==> config.mk <==
export PLATFORM = sky130hd
export DESIGN_NAME = rv_dp
export DESIGN_NICKNAME = d
export VERILOG_FILES = /design/src/rtl/rv_dp.sv
export SDC_FILE = /design/constraint.sdc
export NUM_CORES = 2
export LEC_CHECK = 0
export ABC_CLOCK_PERIOD_IN_PS = 48800
export BUFFER_PORTS_ARGS = -buffer_cell sky130_fd_sc_hd__buf_2
export CORE_MARGIN = 4
export CORE_UTILIZATION = 63
export CTS_CLUSTER_DIAMETER = 30
export DETAILED_ROUTE_END_ITERATION = 10
export PLACE_DENSITY = 0.92
export REMOVE_ABC_BUFFERS = 1
export SYNTH_ARGS = -nofsm -noshare
export SYNTH_HDL_FRONTEND = slang
export SYNTH_SLANG_ARGS = --single-unit
export TNS_END_PERCENT = 10
==> constraint.sdc <==
create_clock -name clk -period 48.8 [get_ports clk]
set_clock_uncertainty 0.1 [all_clocks]
set_input_delay 2.44 -clock clk [delete_from_list [all_inputs] [get_ports clk]]
set_output_delay 2.44 -clock clk [all_outputs]
set_load 0.005 [all_outputs]
==> src/rtl/rv_dp.sv <==
// Multicycle RISC-V datapath: PC/PCC/IR/MDR/ALUOUT state, 32x32 register file,
// immediate generator, operand muxes and ALU, sequenced by an external control plane.
module rv_dp #(
    parameter logic [31:0] RESET_PC = 32'h0000_0000,
    parameter logic [31:0] F8_CONST = 32'h0000_00F8
) (
    input  logic        clk,
    input  logic        rst,
    input  logic        pcsourse,
    input  logic        pcwrite,
    input  logic        pccen,
    input  logic        irwrite,
    input  logic [1:0]  wbsel,
    input  logic        regwen,
    input  logic [1:0]  immsel,
    input  logic [1:0]  asel,
    input  logic [1:0]  bsel,
    input  logic [3:0]  alusel,
    input  logic        mdrwrite,
    output logic [31:0] instr,
    output logic        zero,
    output logic [31:0] imem_addr,
    input  logic [31:0] imem_rdata,
    output logic [31:0] dmem_addr,
    output logic [31:0] dmem_wdata,
    input  logic [31:0] dmem_rdata
);

    localparam logic [1:0] WB_PC     = 2'd0;
    localparam logic [1:0] WB_ALUOUT = 2'd1;
    localparam logic [1:0] WB_MDR    = 2'd2;
    localparam logic [1:0] IMM_B     = 2'd0;
    localparam logic [1:0] IMM_L     = 2'd1;
    localparam logic [1:0] IMM_S     = 2'd2;
    localparam logic [1:0] ALUA_REG  = 2'd0;
    localparam logic [1:0] ALUA_PCC  = 2'd1;
    localparam logic [1:0] ALUA_OUT  = 2'd2;
    localparam logic [1:0] ALUB_REG  = 2'd0;
    localparam logic [1:0] ALUB_IMM  = 2'd1;
    localparam logic [1:0] ALUB_F8   = 2'd2;

    logic [31:0] pc_q, pc_d;
    logic [31:0] pcc_q, ir_q, mdr_q, aluout_q;
    logic [31:0] regs_q [32];

    logic [4:0]  rs1, rs2, rd;
    logic [31:0] rs1_val, rs2_val, imm, alu_a, alu_b, alu_res, wb_data;
    logic [4:0]  shamt;

    assign rs1 = ir_q[19:15];
    assign rs2 = ir_q[24:20];
    assign rd  = ir_q[11:7];

    assign rs1_val = (rs1 == 5'd0) ? 32'd0 : regs_q[rs1];
    assign rs2_val = (rs2 == 5'd0) ? 32'd0 : regs_q[rs2];

    always_comb begin
        imm = '0;
        case (immsel)
            IMM_B:   imm = {{19{ir_q[31]}}, ir_q[31], ir_q[7], ir_q[30:25], ir_q[11:8], 1'b0};
            IMM_L:   imm = {{20{ir_q[31]}}, ir_q[31:20]};
            IMM_S:   imm = {{20{ir_q[31]}}, ir_q[31:25], ir_q[11:7]};
            default: imm = {{11{ir_q[31]}}, ir_q[31], ir_q[19:12], ir_q[20], ir_q[30:21], 1'b0};
        endcase
    end

    // Reserved select code 3 on either operand mux drives zero.
    always_comb begin
        alu_a = '0;
        case (asel)
            ALUA_REG: alu_a = rs1_val;
            ALUA_PCC: alu_a = pcc_q;
            ALUA_OUT: alu_a = aluout_q;
            default:  alu_a = '0;
        endcase
        alu_b = '0;
        case (bsel)
            ALUB_REG: alu_b = rs2_val;
            ALUB_IMM: alu_b = imm;
            ALUB_F8:  alu_b = F8_CONST;
            default:  alu_b = '0;
        endcase
    end

    assign shamt = alu_b[4:0];

    always_comb begin
        alu_res = '0;
        casez (alusel)
            4'b0000: alu_res = alu_a + alu_b;
            4'b0001: alu_res = alu_a - alu_b;
            4'b001?: alu_res = alu_a << shamt;
            4'b010?: alu_res = {31'd0, $signed(alu_a) < $signed(alu_b)};
            4'b011?: alu_res = {31'd0, alu_a < alu_b};
            4'b100?: alu_res = alu_a ^ alu_b;
            4'b1010: alu_res = alu_a >> shamt;
            4'b1011: alu_res = $signed(alu_a) >>> shamt;
            4'b110?: alu_res = alu_a | alu_b;
            default: alu_res = alu_a & alu_b;
        endcase
    end

    assign zero = (alu_res == 32'd0);

    // WB_PC returns PC, which already holds the incremented return address.
    always_comb begin
        wb_data = '0;
        case (wbsel)
            WB_PC:     wb_data = pc_q;
            WB_ALUOUT: wb_data = aluout_q;
            WB_MDR:    wb_data = mdr_q;
            default:   wb_data = '0;
        endcase
    end

    always_comb begin
        pc_d = pc_q;
        if (pcwrite) pc_d = pcsourse ? alu_res : pc_q + 32'd4;
    end

    always_ff @(posedge clk or posedge rst) begin
        if (rst) begin
            pc_q     <= RESET_PC;
            pcc_q    <= '0;
            ir_q     <= '0;
            mdr_q    <= '0;
            aluout_q <= '0;
        end else begin
            pc_q     <= pc_d;
            aluout_q <= alu_res;
            if (pccen)    pcc_q <= pc_q;
            if (irwrite)  ir_q  <= imem_rdata;
            if (mdrwrite) mdr_q <= dmem_rdata;
        end
    end

    always_ff @(posedge clk or posedge rst) begin
        if (rst) begin
            for (int i = 0; i < 32; i++) regs_q[i] <= '0;
        end else if (regwen && rd != 5'd0) begin
            regs_q[rd] <= wb_data;
        end
    end

    assign instr      = ir_q;
    assign imem_addr  = pc_q;
    assign dmem_addr  = aluout_q;
    assign dmem_wdata = rs2_val;

endmodule

==> metrics.cfg, run 1 <==
[status]
status = aborted with a tool error
haltStage = 5_1_grt
error_line = [ERROR GRT-0232] Routing congestion too high. Check the congestion heatmap in the GUI.

[synthesis]
synth-seq-cells = 1184
yosysTopAreaCell = dfrtp_1
ys_warn_count = 0
synth_edf_count = 0
synth-main-ff-cell = dfrtp_1
synth-async-reset-ratio = 1.00
synth.area.top_cells = dfrtp_1 (43%), mux4_2 (14%), mux2i_1 (6.2%)
synth_top_cell_area_share = 0.428
seq_area_frac_synth = 0.428
netlist_area_um2 = 69300
yosysUniqueCellTypes = 90
avgSynthCellArea_um2 = 10.1
syn_inst = 6865

[clocking]
hold_buffers = 0
htree_num_levels = 4
cts_made_buffers = 207
clock-sinks = 1184
clockRootBuffer = clkbuf_16
ctsResizeCount = 0
cts_setup_buffers = 0
cts_max_path_buffers = 3

[global_route]
grtUsageTotal = 0.813
grt_max_degree = 207
antenna_found_initial = 59
globalRouteOverflowTotal = 117

[floorplan]
initial_core_util = 0.636
die_w_um = 340
num_io_pins = 213
die_h_um = 340
placementRows = 121

[placement]
place_congestion = 1.13
io_buffers = 212
dp_hpwl_um = 174000

metal layers:
layer | GRT usage | GRT overflow
met5 | 0.711 | 4
met4 | 0.780 | 47
met3 | 0.786 | 10
met2 | 0.902 | 33
met1 | 0.775 | 23
stage by stage:
step / cell area, µm² / util / setup WS (ns) / hold slack [ns] / instances
floorplan: 66400 / - / 12.91 / 0.263 / 6196
global placement: 71000 / 0.651 / 36.51 / 0.276 / 7991
detailed placement: 71000 / 0.651 / 36.52 / 0.285 / 7991
CTS: 78600 / 0.721 / 35.57 / 0.305 / 8378
cell usage after synthesis (25+ instances only):
master and number:
a221oi_1 38, a31oi_1 35, mux4_2 434, mux2_2 134, clkbuf_1 515, o22ai_1 36
ha_1 98, nor3_1 46, mux2i_1 430, nand3_1 66, buf_4 31, buf_1 54
o211ai_1 38, dfrtp_1 1184, o221ai_1 25, nand2_1 723, a22o_1 26, a21oi_1 751
nand2b_1 46, a22oi_1 158, inv_1 125, nor2_1 776, o21ai_0 621, buf_2 49
kinds of logic after synthesis:
family	after synthesis	synth area share
compound gates	1935	0.165
xor+xnor	20	0.00253
fa+ha+maj	100	0.0183
buf+inv	798	0.0482
flops	1184	0.428
mux	1010	0.229
simple gates	1818	0.109
==> run 2: changes to the inputs <==
CORE_UTILIZATION = 40   (was 63)
CTS_CLUSTER_DIAMETER = unset   (was 30)
PLACE_DENSITY = unset   (was 0.92)
PLACE_DENSITY_LB_ADDON = 0.15   (was unset)
==> metrics.cfg, run 2 <==
[status]
status = complete, no violations

[synthesis]
synth_edf_count = 0
avgSynthCellArea_um2 = 10.1
syn_inst = 6865
synth-main-ff-cell = dfrtp_1
yosysMostFrequentCell = dfrtp_1
synthTopCellsByCount = dfrtp_1 (1184), nor2_1 (776), a21oi_1 (751)
yosysTopAreaCell = dfrtp_1
synth_top_cell_area_share = 0.428
netlist_area_um2 = 69300
synth.area.top_cells = dfrtp_1 (43%), mux4_2 (14%), mux2i_1 (6.2%)
yosysUniqueCellTypes = 90
ys_warn_count = 0
synth-seq-cells = 1184
seq_area_frac_synth = 0.428
synth-async-reset-ratio = 1.00

[clocking]
ctsResizeCount = 0
cts_tree = done
clock_latency_ns = 0.80
clkSlewWorstSetupHoldPaths_ns = 0.06
clockRootBuffer = clkbuf_16
cts_made_buffers = 141
clock-sinks = 1184
htree_num_levels = 4
cts_setup_buffers = 0
cts_max_path_buffers = 3
hold_buffers = 0

[timing]
setup_viol = 0
finalWorstSetupSlack_ns = 35.62
rsz0062_at_grt = no
slew_violations = 0
worst_slew_pin_slew_ns = 1.38
post-route-period-util = 0.270
post-route-min-period_ns = 13.18
relSlewSlack = 0.0702
timing_hold_violations_final = 0
fmax_mhz = 75.9
holdWs_ns = 0.296
fin_setup_tns_ns = 0

[floorplan]
num_io_pins = 213
initial_core_util = 0.403
die_w_um = 424
placementRows = 152
core_area_um2 = 172000
die_h_um = 424
die-area_um2 = 180000

[finish]
largest_reg_flops = 1024
multi_input_area_um2 = 36800
nets = 6938
most-common-layout-cells = dfrtp_1 (1176), nor2_1 (757), a21oi_1 (719)
layout-drive-gt1-share = 0.197
area_growth_pct = 11.5
seq_area_um2 = 29700
fillCellCount = 16281
top_register = regs_q
final_common_cell = dfrtp_1
fin_cells = 9177

[critical_path]
setup.worst_path.start = instr[20]
start_kind = flop
arrival_ns = 10.64
cp_common_cell = nor2_1
path_class = reg -> out
slowest_delay_ns = 0.88
worstPathRequired_ns = 46.26
r2r_start = instr[20]
path_max_fanout = 41
cp_slowest_cell = a2111oi_0
worstSetupEndpointType = output pin

[power_and_ir_drop]
clkPwrFrac = 0.275
internal-power_w = 0.00254
pwr-share-comb = 0.329
power_frac_seq = 0.396
swShare = 0.366
p_leak_nw = 33.3
power.density_nw_per_um2 = 51.8
peakVddDrop_mv = 0.0352
p_sw_w = 0.00146

[routing]
wirelength_um = 294000
firstDrtPassIters = 8
vias = 57820
initialDrtViolationCount = 7516
wl_met2_um = 130000
wl_met3_um = 26100
wl_met1_um = 117000
ant_nets = 0
route.detailed.drc = 0
top_layer = met5
wl_per_cell_um = 32.0
viasPerCell = 6.30

[global_route]
grt_pass1_vias = 56121
globalRouteOverflowTotal = 0
antenna_found_initial = 7
grtUsageTotal = 0.322
grt_pass1_wl_um = 422000
grt_max_degree = 139

[min_path]
hold_path_class = reg -> reg
hold_path_startpoint = regs_q[999]

[placement]
dp.cells = 8921
dp_worst_setup_slack_ns = 36.60
place_congestion = 1.07
io_buffers = 212
dp_hpwl_um = 191000

[run]
drv_cap = 0

-- run 2: cell counts after synthesis --
Identical to the previous run, type by type.
-- run 2: layout make-up --
| class | instances | area share |
|---|---|---|
| diodes | 4 | 0.000130 |
| clock buffers | 201 | 0.0527 |
| clock inverters | 51 | 0.00901 |
| inverters | 129 | 0.00637 |
| multi-input cells | 4883 | 0.476 |
| flip-flops and latches | 1184 | 0.384 |
| well taps | 2310 | 0.0374 |
| repair buffers | 415 | 0.0341 |
-- run 2: final timing paths --
| check | endpoint | cells after the start | slack (ns) |
|---|---|---|---|
| worst min-delay path | regs_q[999] | 0 | 0.30 |
| worst max register to register | imem_addr[27] | 26 | 39.43 |
| worst min register to register | regs_q[999] | 0 | 0.30 |
| max in group asynchronous | regs_q[402] | 6 | 43.36 |
| min in group asynchronous | regs_q[628] | 2 | 1.66 |
| worst max-delay path | zero | 28 | 35.62 |
-- run 2: worst max-delay path: cells and delay by family (launching register included) --
kind                       cells  cell delay, ns
AOI/OAI and AO/OA              8            2.40
buffers and inverters          5            2.26
and+or+nand+nor               10            2.16
muxes                          3            1.61
DFF                            1            0.84
adders and majority gates      1            0.27
xor gates and xnor gates       1            0.19
-- run 2: logic make-up after synthesis --
family | Yosys count | share of synthesized area
buffers and inverters | 798 | 0.0482
xor gates and xnor gates | 20 | 0.00253
DFF | 1184 | 0.428
AOI/OAI and AO/OA | 1935 | 0.165
muxes | 1010 | 0.229
adders and majority gates | 100 | 0.0183
and+or+nand+nor | 1818 | 0.109
-- run 2: power groups by stage --
stage / Sequential (W) / Combinational [W] / Clock, W
2_1_floorplan: 0.00153 / 0.000935 / 0
3_3_place_gp: 0.00157 / 0.00128 / 0
3_5_place_dp: 0.00159 / 0.00129 / 0
4_1_cts: 0.00157 / 0.00130 / 0.00111
5_1_grt: 0.00162 / 0.00143 / 0.00116
6_report: 0.00159 / 0.00132 / 0.00110
-- run 2: through the flow --
step           utilization  power [W]  instance area [µm²]
2_1_floorplan            -    0.00246                66400
3_3_place_gp         0.422    0.00285                72500
3_5_place_dp         0.422    0.00288                72500
4_1_cts              0.449    0.00399                77200
5_1_grt              0.449    0.00421                77200
6_report             0.449    0.00400                77200
-- run 2: per-layer routing --
| metal | global-route usage | up-vias |
|---|---|---|
| li1 | - | 24792 |
| met1 | 0.425 | 29360 |
| met2 | 0.488 | 2906 |
| met3 | 0.0744 | 760 |
| met4 | 0.188 | 2 |
| met5 | 0 | - |
Note: power is estimated with default switching activity, not from simulation.
